--- src/rtl/pf_pkg.sv ---
// Shared types and constants for the frame buffer read path.
package pf_pkg;

    localparam int unsigned FIFO_RD_LATENCY = 1;
    localparam int unsigned SKID_DEPTH      = 2;
    localparam int unsigned BEAT_DATA_W     = 16;

    typedef enum logic [1:0] {
        IDLE   = 2'd0,
        LOAD   = 2'd1,
        STREAM = 2'd2,
        DONE   = 2'd3
    } egress_rd_state_t;

    // One egress beat: payload word plus end-of-frame marker.
    typedef struct packed {
        logic [BEAT_DATA_W-1:0] data;
        logic                   last;
    } egress_beat_t;

endpackage

--- src/rtl/egress_skid_buffer.sv ---
// Two-entry valid/ready buffer with fall-through when empty and a synchronous flush.
import pf_pkg::*;

module egress_skid_buffer (
    input  logic         clk,
    input  logic         reset,
    input  logic         flush,
    input  logic         in_valid,
    input  egress_beat_t in_beat,
    output logic         out_valid,
    output egress_beat_t out_beat,
    input  logic         out_ready,
    output logic [1:0]   occupancy
);

    logic [1:0]   count;
    egress_beat_t ent0;
    egress_beat_t ent1;
    logic         pop;

    assign occupancy = count;
    assign out_valid = (count != 2'd0) | in_valid;
    assign pop       = out_valid & out_ready;

    // Head is the oldest stored entry; an arriving word passes straight through when empty.
    always_comb begin
        out_beat = '0;
        if (count != 2'd0) begin
            out_beat = ent0;
        end else if (in_valid) begin
            out_beat = in_beat;
        end
    end

    always_ff @(posedge clk or negedge reset) begin
        if (!reset) begin
            count <= 2'd0;
            ent0  <= '0;
            ent1  <= '0;
        end else if (flush) begin
            count <= 2'd0;
        end else begin
            case (count)
                2'd0: begin
                    if (in_valid && !out_ready) begin
                        ent0  <= in_beat;
                        count <= 2'd1;
                    end
                end
                2'd1: begin
                    if (pop && in_valid) begin
                        ent0 <= in_beat;
                    end else if (pop) begin
                        count <= 2'd0;
                    end else if (in_valid) begin
                        ent1  <= in_beat;
                        count <= 2'd2;
                    end
                end
                2'd2: begin
                    if (pop) begin
                        ent0 <= ent1;
                        if (in_valid) begin
                            ent1 <= in_beat;
                        end else begin
                            count <= 2'd1;
                        end
                    end
                end
                default: count <= 2'd0;
            endcase
        end
    end

endmodule

--- src/rtl/frame_egress_reader.sv ---
// Rewinds the frame FIFO read pointer to a stored frame and streams its words out
// as a valid/ready stream with tlast, absorbing read latency and back-pressure.
import pf_pkg::*;

module frame_egress_reader #(
    parameter int unsigned ADDR_WIDTH = 11
) (
    input  logic                  clk,
    input  logic                  reset,
    input  logic                  cmd_valid,
    output logic                  cmd_ready,
    input  logic [ADDR_WIDTH:0]   cmd_base_ptr,
    input  logic [ADDR_WIDTH:0]   cmd_len,
    input  logic                  abort,
    output logic                  frame_ren,
    output logic                  frame_rrst,
    output logic [ADDR_WIDTH:0]   frame_rst_rptr,
    input  logic [19:0]           frame_rdata,
    output logic                  egress_tvalid,
    output logic [15:0]           egress_tdata,
    output logic                  egress_tlast,
    input  logic                  egress_tready,
    output logic                  frame_done,
    output logic                  busy
);

    localparam int unsigned PW = ADDR_WIDTH + 1;

    egress_rd_state_t            state;
    logic [PW-1:0]               len_q;
    logic [PW-1:0]               issued;
    logic [PW-1:0]               sent;
    logic [FIFO_RD_LATENCY-1:0]  ren_pipe;
    logic [FIFO_RD_LATENCY-1:0]  last_pipe;
    logic                        inflight;
    logic                        inflight_last;
    logic [1:0]                  occupancy;
    logic                        room;
    logic                        issue_last;
    logic                        beat_fire;
    logic                        stream_abort;
    egress_beat_t                wr_beat;
    egress_beat_t                head_beat;
    logic                        unused_rdata_hi;

    assign inflight      = ren_pipe[FIFO_RD_LATENCY-1];
    assign inflight_last = last_pipe[FIFO_RD_LATENCY-1];

    // Never request a word unless the buffer can hold it together with whatever is already in flight.
    assign room         = (3'(occupancy) + 3'(inflight)) < 3'(SKID_DEPTH);
    assign frame_ren    = (state == STREAM) && (issued < len_q) && room;
    assign issue_last   = (issued == (len_q - PW'(1)));
    assign beat_fire    = egress_tvalid & egress_tready;
    assign stream_abort = abort && ((state == LOAD) || (state == STREAM));

    assign wr_beat.data    = frame_rdata[15:0];
    assign wr_beat.last    = inflight_last;
    assign unused_rdata_hi = ^frame_rdata[19:16];

    egress_skid_buffer u_skid (
        .clk       (clk),
        .reset     (reset),
        .flush     (stream_abort),
        .in_valid  (inflight),
        .in_beat   (wr_beat),
        .out_valid (egress_tvalid),
        .out_beat  (head_beat),
        .out_ready (egress_tready),
        .occupancy (occupancy)
    );

    assign egress_tdata = head_beat.data;
    assign egress_tlast = head_beat.last;

    // Control FSM, counters and registered handshake/status outputs.
    always_ff @(posedge clk or negedge reset) begin
        if (!reset) begin
            state          <= IDLE;
            len_q          <= '0;
            issued         <= '0;
            sent           <= '0;
            ren_pipe       <= '0;
            last_pipe      <= '0;
            cmd_ready      <= 1'b1;
            busy           <= 1'b0;
            frame_rrst     <= 1'b0;
            frame_rst_rptr <= '0;
            frame_done     <= 1'b0;
        end else begin
            frame_rrst <= 1'b0;
            frame_done <= 1'b0;
            ren_pipe   <= FIFO_RD_LATENCY'({ren_pipe, frame_ren});
            last_pipe  <= FIFO_RD_LATENCY'({last_pipe, frame_ren & issue_last});
            if (frame_ren) begin
                issued <= issued + PW'(1);
            end
            if (beat_fire) begin
                sent <= sent + PW'(1);
            end

            case (state)
                IDLE: begin
                    if (cmd_valid && cmd_ready) begin
                        len_q     <= cmd_len;
                        issued    <= '0;
                        sent      <= '0;
                        cmd_ready <= 1'b0;
                        busy      <= 1'b1;
                        if (cmd_len == '0) begin
                            state      <= DONE;
                            frame_done <= 1'b1;
                        end else begin
                            state          <= LOAD;
                            frame_rrst     <= 1'b1;
                            frame_rst_rptr <= cmd_base_ptr;
                        end
                    end
                end
                LOAD: begin
                    if (abort) begin
                        state      <= DONE;
                        frame_done <= 1'b1;
                    end else begin
                        state <= STREAM;
                    end
                end
                STREAM: begin
                    if (abort) begin
                        state      <= DONE;
                        frame_done <= 1'b1;
                        ren_pipe   <= '0;
                        last_pipe  <= '0;
                    end else if (beat_fire && (sent == (len_q - PW'(1)))) begin
                        state      <= DONE;
                        frame_done <= 1'b1;
                    end
                end
                DONE: begin
                    state     <= IDLE;
                    busy      <= 1'b0;
                    cmd_ready <= 1'b1;
                end
                default: state <= IDLE;
            endcase
        end
    end

endmodule

--- config.mk ---
export PLATFORM = sky130hd
export DESIGN_NAME = frame_egress_reader
export DESIGN_NICKNAME = d
export VERILOG_FILES = /design/src/rtl/pf_pkg.sv /design/src/rtl/egress_skid_buffer.sv /design/src/rtl/frame_egress_reader.sv
export SDC_FILE = /design/constraint.sdc
export NUM_CORES = 1
export LEC_CHECK = 0
export ABC_AREA = 1
export CORE_ASPECT_RATIO = 2
export CORE_MARGIN = 2
export CORE_UTILIZATION = 49
export CTS_CLUSTER_DIAMETER = 150
export DETAILED_ROUTE_END_ITERATION = 8
export PLACE_DENSITY = 0.77
export SKIP_CTS_REPAIR_TIMING = 1
export SLEW_MARGIN = 20
export SYNTH_ARGS = -nofsm -noshare
export SYNTH_HDL_FRONTEND = slang
export SYNTH_SLANG_ARGS = --single-unit
--- constraint.sdc ---
create_clock -name clk -period 1.95 [get_ports clk]
set_input_delay 0.39 -clock clk [delete_from_list [all_inputs] [get_ports clk]]
set_output_delay 0.39 -clock clk [all_outputs]
set_load 0.01 [all_outputs]
==> results.toml <==
[synthesis]
synthesis.area_sq_mm = 0.005358
synth_top_area_cell = "dfrtp_1"
synth.most_common_cell = "nand2_1"
synth_common_cells = "195 x nand2_1, 91 x dfrtp_1, 87 x inv_1, 54 x nor2_1, 51 x nand3_1"
synth_seq_cells = 92
synth-edff-count = 0
synth-async-reset-ratio = 1.000
syn_inst = 724
synth_top_flop_cell = "dfrtp_1"
ys_top_cells_by_area = "dfrtp_1 43%, nand2_1 14%, inv_1 6.1%, nand3_1 4.8%, ha_1 4.7%"
synthesis.nets = 793
synth_top_area_share = 0.4250
yosysSeqAreaShare = 0.4299
ys_warn_count = 0
synth.distinct_cells = 33
synth.avg_cell_area_sq_um = 7.400

[worst_setup_path]
path_class = "reg -> out"
rr_worst_depth = 16
path_max_fanout = 2
critPathLaunchType = "flop"
crit_path_cell_trace = "inv_1 > ha_1 > a21oi_1 > o21a_1 > o21ai_1 > a21oi_2 > nand3_2 > inv_2 > buf_6"
slowest_delay_ns = 0.36
critPathArrivalTime_ns = 1.86
crit_family = "compound AO/OA/AOI/OAI gates"
worstSetupEndpointType = "output port"
cp.required_ns = 1.56
critical_path_buf_inv_count = 3
cpMaxStageDelayCell = "dfrtp_1"
cp.depth = 9

[power]
p_clk_frac = 0.141
swShare = 0.4234
internal_power_mw = 6.702
p_per_area_mw_per_mm2 = 1528
power_switching_mw = 4.921
p_leak_nw = 3.892
ir_drop_mv = 0.9210
comb_power_share = 0.594
p_seq_frac = 0.266

[sta]
fmax_ghz = 0.4452
min_period_ns = 2.246
tightest_slew_ns = 0.3972
fin_ws_ns = -0.2964
final_hold_viol_count = 0
rsz0062_at_grt = "yes"
period_share = 1.152
finalClockSkew_ns = 0.01202
setup_violations = 6
relSlewSlack = 0.7342
slew_violations = 0

[placed_design]
placed_cell_area_sq_mm = 0.006994
pre_cts_slack_ns = -0.3969
port_buffers = 79
hpwl_um = 12000
gp_congestion = 0.9003

[route]
drc = 0
drtIter0Drc = 324
vias = 5494
ant_nets = 0
vias_per_cell = 5.308
dr.pass1.iters = 5
wl_um = 15930
wl_per_cell_um = 15.39

[clock_network]
path_clk_slew_ns = 0.07
htree_levels = 3
cts_num_sinks = 92
clk_latency_ns = 0.34
cts_buffers = 9
cts_max_path_buffers = 2
cts_tree = "done"
cts_root_buffer = "clkbuf_16"

[job]
max_cap_violations = 0

[outcome]
status = "complete, but fails checks"
failed_checks = "negative setup slack"

[floorplanning]
ioPinCount = 84
core_area_sq_mm = 0.01081
die_w_um = 77.94
core.rowCount = 54
die_area_sq_mm = 0.01184
start_util = 0.4956
die_h_um = 151.9

[grt]
grt_pass1_vias = 5747
grt_pass1_wl_um = 25610
grt_max_degree = 35
grt_usage = 0.2701
grt_remaining_overflow = 0
antenna_found_initial = 0

[final_layout]
nets = 959
n_antenna_cell = 0
fillers = 874
utilization = 0.7038
layout-drive-gt1-share = 0.2022
multiInputGateArea_sq_mm = 0.002771
seq_area_sq_mm = 0.002305
syn_to_final_growth_pct = 42.01
finish.instance_area_sq_mm = 0.007609

[worst_hold_path]
hold_path.class = "reg -> reg"
worstHoldPathCells = 2
==> power by group through the flow <==
| stage | logic [mW] | clock network [mW] | registers, mW |
|---|---|---|---|
| after floorplan | 3.21 | 0 | 3.22 |
| after global placement | 6.06 | 0 | 3.05 |
| after detailed placement | 6.25 | 0 | 3.10 |
| after CTS | 6.28 | 1.67 | 3.07 |
| after global routing | 7.67 | 1.75 | 3.17 |
| final | 6.90 | 1.64 | 3.09 |
==> stage by stage <==
stage,setup TNS (ns),std cells,hold slack [ns],total power [mW]
floorplan,0,724,0.09441,6.429
global placement,-3.157,1011,0.3242,9.110
detailed placement,-5.767,1011,0.3190,9.348
CTS,-6.931,1027,-0.04831,11.02
global route,-2.668,1035,0.5091,12.59
finish,-0.4385,1035,0.4731,11.62
==> cell families after synthesis <==
group / share of synthesized area
simple gates: 0.2739
compound gates: 0.1490
buf+inv: 0.08407
flops: 0.4299
fa+ha+maj: 0.04671
xor+xnor: 0.01635
==> worst reg2reg max path: cells and delay by family (launching register included) <==
kind                       cells  cell delay, ns
and+or+nand+nor               12            1.01
DFF                            1            0.37
adders and majority gates      1            0.27
buffers and inverters          3            0.23
==> final timing paths <==
kind                            slack (ns)        endpoint      start
worst max-delay path                 -0.30       frame_ren   len_q[9]
worst min-delay path                  0.47       cmd_ready  cmd_ready
worst max register to register       -0.05        state[1]   len_q[1]
worst min register to register        0.47       cmd_ready  cmd_ready
max in group asynchronous             0.83       cmd_ready      reset
min in group asynchronous             0.49  u_skid.ent0[2]      reset
==> sequential cells by signal, indices dropped and copies added, names as in the netlist <==
name and flops:
busy 1, cmd_ready 1, frame_done 1, frame_rrst 1, frame_rst_rptr 12, inflight 1
inflight_last 1, issued 12, len_q 12, sent 12, state 2, u_skid.ent0 17
u_skid.ent1 17, u_skid.occupancy 2
==> layout make-up <==
cell class | count | area share
multi-input cells | 514 | 0.3642
flip-flops and latches | 92 | 0.3029
repair buffers | 176 | 0.2240
inverters | 96 | 0.04785
clock buffers | 10 | 0.03009
well taps | 140 | 0.02302
clock inverters | 6 | 0.006907
repair inverters | 1 | 0.0009867
==> placed cells by master (no fill, tap or decap), drive strengths merged, types with 3 or more instances in the layout <==
master,instances
dlymetal6s2s,18
clkbuf,14
o21ai,86
nand3b,3
a21oi,29
o211ai,20
dfrtp,91
o21a,4
inv,95
clkinvlp,5
buf,95
nand2,198
clkdlybuf4s50,58
clkinv,3
nor4,3
nand3,53
ha,20
xor2,9
nand4,7
nor2,60
nor3,16
==> metal layers <==
| metal | share of wire | GRT usage |
|---|---|---|
| met1 | 0.36 | 0.2804 |
| met2 | 0.57 | 0.5053 |
| met3 | 0.028 | 0.03207 |
| met4 | 0.051 | 0.1562 |
| met5 | 0 | 0 |
Power figures use the tool's default switching activity.
